**src/rtl/axi_slv_burst_resp_if.sv**
```systemverilog
// AXI-style burst slave bundle: AW/W/B write channels and AR/R read channels.
interface axi_slv_burst_resp_if #(
  parameter int ADDR_W = 32,
  parameter int DATA_W = 64,
  parameter int ID_W   = 4
);
  logic [ID_W-1:0]     awid;
  logic [ADDR_W-1:0]   awaddr;
  logic [7:0]          awlen;
  logic [1:0]          awburst;
  logic                awvalid;
  logic                awready;
  logic [DATA_W-1:0]   wdata;
  logic [DATA_W/8-1:0] wstrb;
  logic                wlast;
  logic                wvalid;
  logic                wready;
  logic [ID_W-1:0]     bid;
  logic [1:0]          bresp;
  logic                bvalid;
  logic                bready;
  logic [ID_W-1:0]     arid;
  logic [ADDR_W-1:0]   araddr;
  logic [7:0]          arlen;
  logic [1:0]          arburst;
  logic                arvalid;
  logic                arready;
  logic [ID_W-1:0]     rid;
  logic [DATA_W-1:0]   rdata;
  logic [1:0]          rresp;
  logic                rlast;
  logic                rvalid;
  logic                rready;

  modport slave (
    input  awid, awaddr, awlen, awburst, awvalid, output awready,
    input  wdata, wstrb, wlast, wvalid, output wready,
    output bid, bresp, bvalid, input bready,
    input  arid, araddr, arlen, arburst, arvalid, output arready,
    output rid, rdata, rresp, rlast, rvalid, input rready
  );

  modport master (
    output awid, awaddr, awlen, awburst, awvalid, input awready,
    output wdata, wstrb, wlast, wvalid, input wready,
    input  bid, bresp, bvalid, output bready,
    output arid, araddr, arlen, arburst, arvalid, input arready,
    input  rid, rdata, rresp, rlast, rvalid, output rready
  );
endinterface

```
**src/rtl/axi_slv_burst_resp.sv**
```systemverilog
// Burst response slave: sinks write bursts into a B queue, answers reads with address-pattern data.
// First R beat RESP_LAT+2 cycles after AR; awready/arready drop when the B/AR queue is full.
module axi_slv_burst_resp #(
  parameter int ADDR_W   = 32,
  parameter int DATA_W   = 64,
  parameter int ID_W     = 4,
  parameter int RD_DEPTH = 4,
  parameter int WR_DEPTH = 4,
  parameter int RESP_LAT = 2,
  parameter logic [ADDR_W-1:0] ERR_BASE = '0,
  parameter logic [ADDR_W-1:0] ERR_MASK = '0
) (
  input  logic                aclk,
  input  logic                aresetn,
  axi_slv_burst_resp_if.slave bus,
  output logic [15:0]         wr_done_cnt,
  output logic [15:0]         rd_done_cnt,
  output logic                proto_err
);
  localparam int BYTES = DATA_W / 8;
  localparam int OFF_W = $clog2(BYTES);
  localparam int RP_W  = $clog2(RD_DEPTH);
  localparam int WP_W  = $clog2(WR_DEPTH);

  localparam logic [1:0] RESP_OKAY   = 2'd0;
  localparam logic [1:0] RESP_SLVERR = 2'd2;
  localparam logic [1:0] BURST_FIXED = 2'd0;
  localparam logic [1:0] BURST_WRAP  = 2'd2;

  localparam logic [0:0] W_IDLE  = 1'b0;
  localparam logic [0:0] W_DATA  = 1'b1;
  localparam logic [1:0] R_IDLE  = 2'd0;
  localparam logic [1:0] R_WAIT  = 2'd1;
  localparam logic [1:0] R_BURST = 2'd2;

  typedef struct packed {
    logic [ID_W-1:0] id;
    logic [1:0]      resp;
  } b_ent_t;

  typedef struct packed {
    logic [ID_W-1:0]   id;
    logic [ADDR_W-1:0] addr;
    logic [7:0]        len;
    logic [1:0]        burst;
  } ar_ent_t;

  function automatic logic resp_err(input logic [ADDR_W-1:0] addr, input logic [1:0] burst);
    return (burst == BURST_WRAP) || ((ERR_MASK != '0) && ((addr & ERR_MASK) == ERR_BASE));
  endfunction

  // Holds the ready outputs low through reset and releases them one clock later.
  logic live;
  always_ff @(posedge aclk) begin
    if (!aresetn) live <= 1'b0;
    else          live <= 1'b1;
  end

  // ---------------- write path ----------------
  logic [0:0]      w_state;
  logic [ID_W-1:0] aw_id_q;
  logic [7:0]      aw_len_q;
  logic            aw_err_q;
  logic            w_err_q;
  logic [7:0]      w_beat;
  b_ent_t          b_mem [WR_DEPTH];
  logic [WP_W:0]   b_wr;
  logic [WP_W:0]   b_rd;
  logic            b_empty, b_full, aw_hs, w_hs, w_last_beat, w_bad, b_push, b_pop;
  b_ent_t          b_head;
  logic            unused_wpayload;

  assign unused_wpayload = ^{bus.wdata, bus.wstrb};
  assign b_empty     = (b_wr == b_rd);
  assign b_full      = (b_wr[WP_W] != b_rd[WP_W]) && (b_wr[WP_W-1:0] == b_rd[WP_W-1:0]);
  assign bus.awready = live && (w_state == W_IDLE) && !b_full;
  assign bus.wready  = (w_state == W_DATA);
  assign aw_hs       = bus.awvalid && bus.awready;
  assign w_hs        = bus.wvalid && bus.wready;
  assign w_last_beat = (w_beat == aw_len_q);
  assign w_bad       = (bus.wlast != w_last_beat);
  assign b_push      = w_hs && w_last_beat;
  assign b_pop       = bus.bvalid && bus.bready;
  assign b_head      = b_empty ? '0 : b_mem[b_rd[WP_W-1:0]];
  assign bus.bvalid  = !b_empty;
  assign bus.bid     = b_head.id;
  assign bus.bresp   = b_head.resp;

  always_ff @(posedge aclk) begin
    if (!aresetn) begin
      w_state     <= W_IDLE;
      aw_id_q     <= '0;
      aw_len_q    <= '0;
      aw_err_q    <= 1'b0;
      w_err_q     <= 1'b0;
      w_beat      <= '0;
      b_wr        <= '0;
      b_rd        <= '0;
      wr_done_cnt <= '0;
      proto_err   <= 1'b0;
    end else begin
      if (aw_hs) begin
        w_state  <= W_DATA;
        aw_id_q  <= bus.awid;
        aw_len_q <= bus.awlen;
        aw_err_q <= resp_err(bus.awaddr, bus.awburst);
        w_err_q  <= 1'b0;
        w_beat   <= '0;
      end
      // Burst length always comes from awlen; wlast only feeds the error tracking.
      if (w_hs) begin
        w_beat <= w_beat + 8'd1;
        if (w_bad) begin
          w_err_q   <= 1'b1;
          proto_err <= 1'b1;
        end
        if (w_last_beat) w_state <= W_IDLE;
      end
      if (b_push) begin
        b_mem[b_wr[WP_W-1:0]] <= '{id: aw_id_q,
                                   resp: (aw_err_q || w_err_q || w_bad) ? RESP_SLVERR : RESP_OKAY};
        b_wr <= b_wr + (WP_W+1)'(1);
      end
      if (b_pop) begin
        b_rd        <= b_rd + (WP_W+1)'(1);
        wr_done_cnt <= wr_done_cnt + 16'd1;
      end
    end
  end

  // ---------------- read path ----------------
  ar_ent_t           ar_mem [RD_DEPTH];
  logic [RP_W:0]     ar_wr, ar_rd, ar_cnt_nxt;
  ar_ent_t           ar_head;
  logic [1:0]        r_state;
  logic [3:0]        lat_cnt;
  ar_ent_t           r_cur;
  logic              r_err;
  logic [7:0]        r_beat;
  logic              ar_hs, ar_pop, r_hs, r_last;
  logic [ADDR_W-1:0] beat_addr;

  assign ar_head    = ar_mem[ar_rd[RP_W-1:0]];
  assign ar_hs      = bus.arvalid && bus.arready;
  assign ar_pop     = (r_state == R_IDLE) && (ar_wr != ar_rd);
  assign ar_cnt_nxt = ar_wr - ar_rd + (RP_W+1)'(ar_hs) - (RP_W+1)'(ar_pop);
  assign r_hs       = bus.rvalid && bus.rready;
  assign r_last     = (r_beat == r_cur.len);

  always_comb begin
    beat_addr = r_cur.addr;
    if (r_cur.burst != BURST_FIXED)
      beat_addr = (r_cur.addr + (ADDR_W'(r_beat) << OFF_W)) & ~ADDR_W'(BYTES - 1);
  end

  assign bus.rvalid = (r_state == R_BURST);
  assign bus.rid    = bus.rvalid ? r_cur.id : '0;
  assign bus.rdata  = (bus.rvalid && r_cur.burst != BURST_WRAP) ? {(DATA_W/ADDR_W){beat_addr}} : '0;
  assign bus.rresp  = (bus.rvalid && r_err) ? RESP_SLVERR : RESP_OKAY;
  assign bus.rlast  = bus.rvalid && r_last;

  always_ff @(posedge aclk) begin
    if (!aresetn) begin
      ar_wr       <= '0;
      ar_rd       <= '0;
      bus.arready <= 1'b0;
      r_state     <= R_IDLE;
      lat_cnt     <= '0;
      r_cur       <= '0;
      r_err       <= 1'b0;
      r_beat      <= '0;
      rd_done_cnt <= '0;
    end else begin
      if (ar_hs) begin
        ar_mem[ar_wr[RP_W-1:0]] <= '{id: bus.arid, addr: bus.araddr, len: bus.arlen, burst: bus.arburst};
        ar_wr <= ar_wr + (RP_W+1)'(1);
      end
      // Registered from next-cycle occupancy so rready and pops never reach arready combinationally.
      bus.arready <= (ar_cnt_nxt != (RP_W+1)'(RD_DEPTH));
      case (r_state)
        R_IDLE: if (ar_pop) begin
          r_cur   <= ar_head;
          r_err   <= resp_err(ar_head.addr, ar_head.burst);
          r_beat  <= '0;
          lat_cnt <= 4'(RESP_LAT);
          ar_rd   <= ar_rd + (RP_W+1)'(1);
          r_state <= (RESP_LAT == 0) ? R_BURST : R_WAIT;
        end
        R_WAIT: begin
          lat_cnt <= lat_cnt - 4'd1;
          if (lat_cnt == 4'd1) r_state <= R_BURST;
        end
        R_BURST: if (r_hs) begin
          r_beat <= r_beat + 8'd1;
          if (r_last) begin
            r_state     <= R_IDLE;
            rd_done_cnt <= rd_done_cnt + 16'd1;
          end
        end
        default: r_state <= R_IDLE;
      endcase
    end
  end
endmodule

```
**src/flat_wrapper.sv**
```systemverilog
// flat-port wrapper written by rule: the top's interface ports become plain ports
module axi_slv_burst_resp_flat 
#(
  parameter int ADDR_W   = 32,
  parameter int DATA_W   = 64,
  parameter int ID_W     = 4,
  parameter int RD_DEPTH = 4,
  parameter int WR_DEPTH = 4,
  parameter int RESP_LAT = 2,
  parameter logic [ADDR_W-1:0] ERR_BASE = '0,
  parameter logic [ADDR_W-1:0] ERR_MASK = '0
)
  (aclk, aresetn, wr_done_cnt, rd_done_cnt, proto_err, bus_awid, bus_awaddr, bus_awlen, bus_awburst, bus_awvalid, bus_awready, bus_wdata, bus_wstrb, bus_wlast, bus_wvalid, bus_wready, bus_bid, bus_bresp, bus_bvalid, bus_bready, bus_arid, bus_araddr, bus_arlen, bus_arburst, bus_arvalid, bus_arready, bus_rid, bus_rdata, bus_rresp, bus_rlast, bus_rvalid, bus_rready);
  axi_slv_burst_resp_if #(.ADDR_W(ADDR_W), .DATA_W(DATA_W), .ID_W(ID_W)) bus_i ();
  input  logic aclk;
  input  logic aresetn;
  output logic [15:0] wr_done_cnt;
  output logic [15:0] rd_done_cnt;
  output logic proto_err;
  input wire logic [$bits(bus_i.awid)-1:0] bus_awid;
  input wire logic [$bits(bus_i.awaddr)-1:0] bus_awaddr;
  input wire logic [$bits(bus_i.awlen)-1:0] bus_awlen;
  input wire logic [$bits(bus_i.awburst)-1:0] bus_awburst;
  input wire logic [$bits(bus_i.awvalid)-1:0] bus_awvalid;
  output wire logic [$bits(bus_i.awready)-1:0] bus_awready;
  input wire logic [$bits(bus_i.wdata)-1:0] bus_wdata;
  input wire logic [$bits(bus_i.wstrb)-1:0] bus_wstrb;
  input wire logic [$bits(bus_i.wlast)-1:0] bus_wlast;
  input wire logic [$bits(bus_i.wvalid)-1:0] bus_wvalid;
  output wire logic [$bits(bus_i.wready)-1:0] bus_wready;
  output wire logic [$bits(bus_i.bid)-1:0] bus_bid;
  output wire logic [$bits(bus_i.bresp)-1:0] bus_bresp;
  output wire logic [$bits(bus_i.bvalid)-1:0] bus_bvalid;
  input wire logic [$bits(bus_i.bready)-1:0] bus_bready;
  input wire logic [$bits(bus_i.arid)-1:0] bus_arid;
  input wire logic [$bits(bus_i.araddr)-1:0] bus_araddr;
  input wire logic [$bits(bus_i.arlen)-1:0] bus_arlen;
  input wire logic [$bits(bus_i.arburst)-1:0] bus_arburst;
  input wire logic [$bits(bus_i.arvalid)-1:0] bus_arvalid;
  output wire logic [$bits(bus_i.arready)-1:0] bus_arready;
  output wire logic [$bits(bus_i.rid)-1:0] bus_rid;
  output wire logic [$bits(bus_i.rdata)-1:0] bus_rdata;
  output wire logic [$bits(bus_i.rresp)-1:0] bus_rresp;
  output wire logic [$bits(bus_i.rlast)-1:0] bus_rlast;
  output wire logic [$bits(bus_i.rvalid)-1:0] bus_rvalid;
  input wire logic [$bits(bus_i.rready)-1:0] bus_rready;
  assign bus_i.awid = bus_awid;
  assign bus_i.awaddr = bus_awaddr;
  assign bus_i.awlen = bus_awlen;
  assign bus_i.awburst = bus_awburst;
  assign bus_i.awvalid = bus_awvalid;
  assign bus_awready = bus_i.awready;
  assign bus_i.wdata = bus_wdata;
  assign bus_i.wstrb = bus_wstrb;
  assign bus_i.wlast = bus_wlast;
  assign bus_i.wvalid = bus_wvalid;
  assign bus_wready = bus_i.wready;
  assign bus_bid = bus_i.bid;
  assign bus_bresp = bus_i.bresp;
  assign bus_bvalid = bus_i.bvalid;
  assign bus_i.bready = bus_bready;
  assign bus_i.arid = bus_arid;
  assign bus_i.araddr = bus_araddr;
  assign bus_i.arlen = bus_arlen;
  assign bus_i.arburst = bus_arburst;
  assign bus_i.arvalid = bus_arvalid;
  assign bus_arready = bus_i.arready;
  assign bus_rid = bus_i.rid;
  assign bus_rdata = bus_i.rdata;
  assign bus_rresp = bus_i.rresp;
  assign bus_rlast = bus_i.rlast;
  assign bus_rvalid = bus_i.rvalid;
  assign bus_i.rready = bus_rready;
  axi_slv_burst_resp #(.ADDR_W(ADDR_W), .DATA_W(DATA_W), .ID_W(ID_W), .RD_DEPTH(RD_DEPTH), .WR_DEPTH(WR_DEPTH), .RESP_LAT(RESP_LAT), .ERR_BASE(ERR_BASE), .ERR_MASK(ERR_MASK)) u_core (.aclk(aclk), .aresetn(aresetn), .bus(bus_i), .wr_done_cnt(wr_done_cnt), .rd_done_cnt(rd_done_cnt), .proto_err(proto_err));
endmodule
```
**config.mk**
```make
export PLATFORM = sky130hd
export DESIGN_NAME = axi_slv_burst_resp_flat
export DESIGN_NICKNAME = d
export VERILOG_FILES = /design/src/rtl/axi_slv_burst_resp_if.sv /design/src/rtl/axi_slv_burst_resp.sv /design/src/flat_wrapper.sv
export SDC_FILE = /design/constraint.sdc
export NUM_CORES = 1
export LEC_CHECK = 0
export BUFFER_PORTS_ARGS = -buffer_cell sky130_fd_sc_hd__buf_4
export CAP_MARGIN = 0
export CORE_ASPECT_RATIO = 0.5
export CORE_UTILIZATION = 56
export CTS_CLUSTER_SIZE = 20
export DETAILED_ROUTE_END_ITERATION = 16
export MAX_ROUTING_LAYER = met4
export PLACE_DENSITY = 0.93
export SYNTH_ARGS = -nofsm -noshare
export SYNTH_HDL_FRONTEND = slang
export SYNTH_SLANG_ARGS = --single-unit
```
**constraint.sdc**
```tcl
create_clock -name aclk -period 3.8 [get_ports aclk]
set_clock_uncertainty 0.15 [all_clocks]
set_input_delay 0.76 -clock aclk [delete_from_list [all_inputs] [get_ports aclk]]
set_output_delay 0.76 -clock aclk [all_outputs]
set_load 0.01 [all_outputs]
```
==> flow_summary.yaml <==
run_status:
  status: "completed"
power:
  peakVddDrop_mv: 0.4891
  p_leak_uw: 0.006119
  power.density_mw_per_mm2: 563.9
route:
  drt_iter0_drc: 1018
  wl_per_cell_um: 20.47
  wirelength_um: 34780
  viasPerCell: 5.994
  final_antenna_net_count: 0
  drc: 0
  vias: 10184
  drtPass1Iterations: 5
global_route:
  grt_overflow: 0
  grt_pass1_vias: 9767
  grt_pass1_wl_um: 52910
  grt_max_degree: 60
  grt.total_usage_pct: 26.00
  antenna_found_initial: 0
logic_synthesis:
  seq_area_frac_synth_pct: 59.46
  synth.yosys.warnings: 0
  synth_top_area_share_pct: 41.26
  mappedNetlistArea_mm2: 0.01485
  synthFlopType: "edfxtp_1"
  ys_ff_latch: 339
  async_flop_share_pct: 0
  syn_area_per_cell_um2: 12.46
  synth_cells: 1192
  synthDistinctLibCells: 77
  synth_area_leaders: "edfxtp_1 (41%), dfxtp_1 (18%), mux4_2 (7.7%), nand2_1 (4.3%), a21oi_1 (3.0%)"
  yosys.area.top_type: "edfxtp_1"
  synth_edf_count: 204
placed_design:
  gp_congestion: 0.9295
  dp_cells: 1643
  numPortBuffers: 180
  dpl.hpwl_um: 22910
timing:
  max_slew.worst_pin.slew_ns: 1.130
  finalMaxSlewViolations: 0
  relSlewSlack_pct: 24.23
  finalHoldViolations: 0
  finalSetupTns_ns: 0
  fmax_mhz: 267.2
  setup_viol: 0
  min_period_ns: 3.743
  fin_crit_sh_pct: 98.50
  rsz0062_at_grt: "no"
worst_setup_path:
  slowest_delay_ns: 0.40
  cp_slowest_cell: "dfxtp_1"
  cp-start-kind: "flop"
  crit_chain: "ha_2 -> a21o_4 -> a31o_2 -> o211a_1 -> o21a_1 -> o31ai_2 -> buf_4"
  worst_setup_path_end_kind: "output port"
  worstPathRequired_ns: 2.89
  arrival_ns: 2.83
  cp_max_fo: 6
  path_class: "reg2out"
clocking:
  clk_pin_slew_ns: 0.07
  clock_sink_count: 339
  clockBufferDepth: 3
  root_buffer: "clkbuf_16"
  tritoncts.num_buffers: 29
  worst_skew_pair.late_latency_ns: 0.56
  holdBufCountCts: 0
  cts-htree-levels: 1
  cts_tree: "yes"
flow_run:
  drv_cap: 0
cells_and_area:
  area_growth_pct: 16.80
  fin_util_pct: 67.74
  fillers: 1667
  antennaDiodeCount: 0
  fin_cells: 1699
  post_route_cells_drive_above_1_share_pct: 26.05
  nets: 1534
floorplan:
  core_mm2: 0.02560
  die_width_um: 232.3
  ioPinCount: 287
  die_area_mm2: 0.02721
  die_y_um: 117.1
  initial_core_util_pct: 58.00
  row_count: 41
hold_path:
  hold_path_class: "in2reg"
[power breakdown]
group	leakage, uW	internal (uW)	switching, uW
clock	0.000480	1730	1340
sequential	0.00295	4250	447
combinational	0.00269	850	1170
total	0.00612	6830	2950
[critical path: cells and delay by family (launching register included)]
kind	cells	cell delay [ns]
compound gates	5	1.33
fa+ha+maj	1	0.35
buf+inv	1	0.20
flops	1	0.40
[layer usage]
layer,part of all wire (%),GRT usage [%],vias to the layer above,routed length (um)
met5,0,-,-,0
met4,3.1,8.684,0,1085
met3,6.3,4.094,87,2204
met2,51,44.92,441,17760
met1,39,31.61,5054,13720
li1,-,-,4602,-
[through the flow]
stage | setup WS (ns) | cell area, um^2 | hold WS [ns] | power (uW)
3_3_place_gp | 0.4673 | 16270 | 0.2892 | 6567
6_report | 0.05700 | 17340 | 0.2457 | 9778
5_1_grt | 0.005317 | 17340 | 0.2360 | 10160
2_1_floorplan | 0.5893 | 14850 | 0.2773 | 6087
4_1_cts | 0.01547 | 17310 | 0.2307 | 9766
3_5_place_dp | 0.4618 | 16270 | 0.2942 | 6694
[area by class of cell]
cell class / instances / area (um^2) / share of cell area [%]
Sequential cell: 339 / 8836 / 50.96
Multi-Input combinational cell: 730 / 5469 / 31.54
Timing Repair Buffer: 200 / 1501 / 8.659
Clock buffer: 36 / 772.0 / 4.452
Tap cell: 344 / 430.4 / 2.482
Clock inverter: 18 / 210.2 / 1.212
Inverter: 32 / 121.4 / 0.6999
[logic make-up (layout without fill, tap and decap cells)]
family,Yosys count,after routing,synth area share (%)
other,1,2,0.02526
AND/OR/NAND/NOR,384,384,12.27
AO/OA/AOI/OAI,178,178,8.166
multiplexers,72,72,9.161
XOR/XNOR,64,64,3.978
buffers and inverters,124,286,4.256
flip-flops,339,339,59.46
adder cells (fa/ha/maj),30,30,2.680
[timing repair]
item	4_1_cts	5_1_grt
pin swaps	1	1
setup buffers	2	0
setup endpoints to repair	18	20
gates resized for setup	11	8
[synthesized netlist by cell type, types with 10 or more instances]
| cell | number |
|---|---|
| nor2_1 | 73 |
| buf_2 | 16 |
| mux4_2 | 51 |
| mux2i_1 | 20 |
| edfxtp_1 | 204 |
| nor3_1 | 11 |
| o21ai_0 | 11 |
| nand3_1 | 37 |
| dfxtp_1 | 135 |
| inv_1 | 29 |
| a211oi_1 | 11 |
| xnor2_1 | 45 |
| and3_1 | 15 |
| a21oi_1 | 89 |
| nand2b_1 | 14 |
| xor2_1 | 15 |
| nand2_1 | 169 |
| nand4_1 | 10 |
| buf_4 | 35 |
| ha_1 | 27 |
| clkbuf_1 | 30 |
[cells in the final DEF, fill, tap and decap left out, types with 29 or more instances in the layout]
cell | synthesis | layout
a21oi_1 | 89 | 89
buf_4 | 35 | 200
clkbuf_16 | 0 | 29
dfxtp_1 | 135 | 131
edfxtp_1 | 204 | 204
inv_1 | 29 | 29
mux4_2 | 51 | 51
nand2_1 | 169 | 168
nand3_1 | 37 | 36
nor2_1 | 73 | 73
xnor2_1 | 45 | 45
[state kept, by name, summed over array words and instances (netlist names), 4 cells and up, named ones only]
register / count
u_core.aw_len_q: 8
u_core.r_cur: 46
u_core.wr_done_cnt: 16
u_core.w_beat: 8
u_core.aw_id_q: 4
u_core.rd_done_cnt: 16
u_core.lat_cnt: 4
u_core.r_beat: 8
u_core.ar_mem: 184
u_core.b_mem: 20
[worst paths after layout]
path                         start                    to  slack [ns]  cells past startpoint
setup / recovery  u_core.r_beat[4]         bus_rdata[10]        0.06                      7
hold / removal         bus_arid[3]  u_core.ar_mem[2][45]        0.25                      1
setup reg to reg   u_core.ar_wr[0]    u_core.bus.arready        0.92                     10
hold reg to reg   u_core.r_cur[12]      u_core.r_cur[12]        0.30                      2
Note: power is estimated with default switching activity, not from simulation.
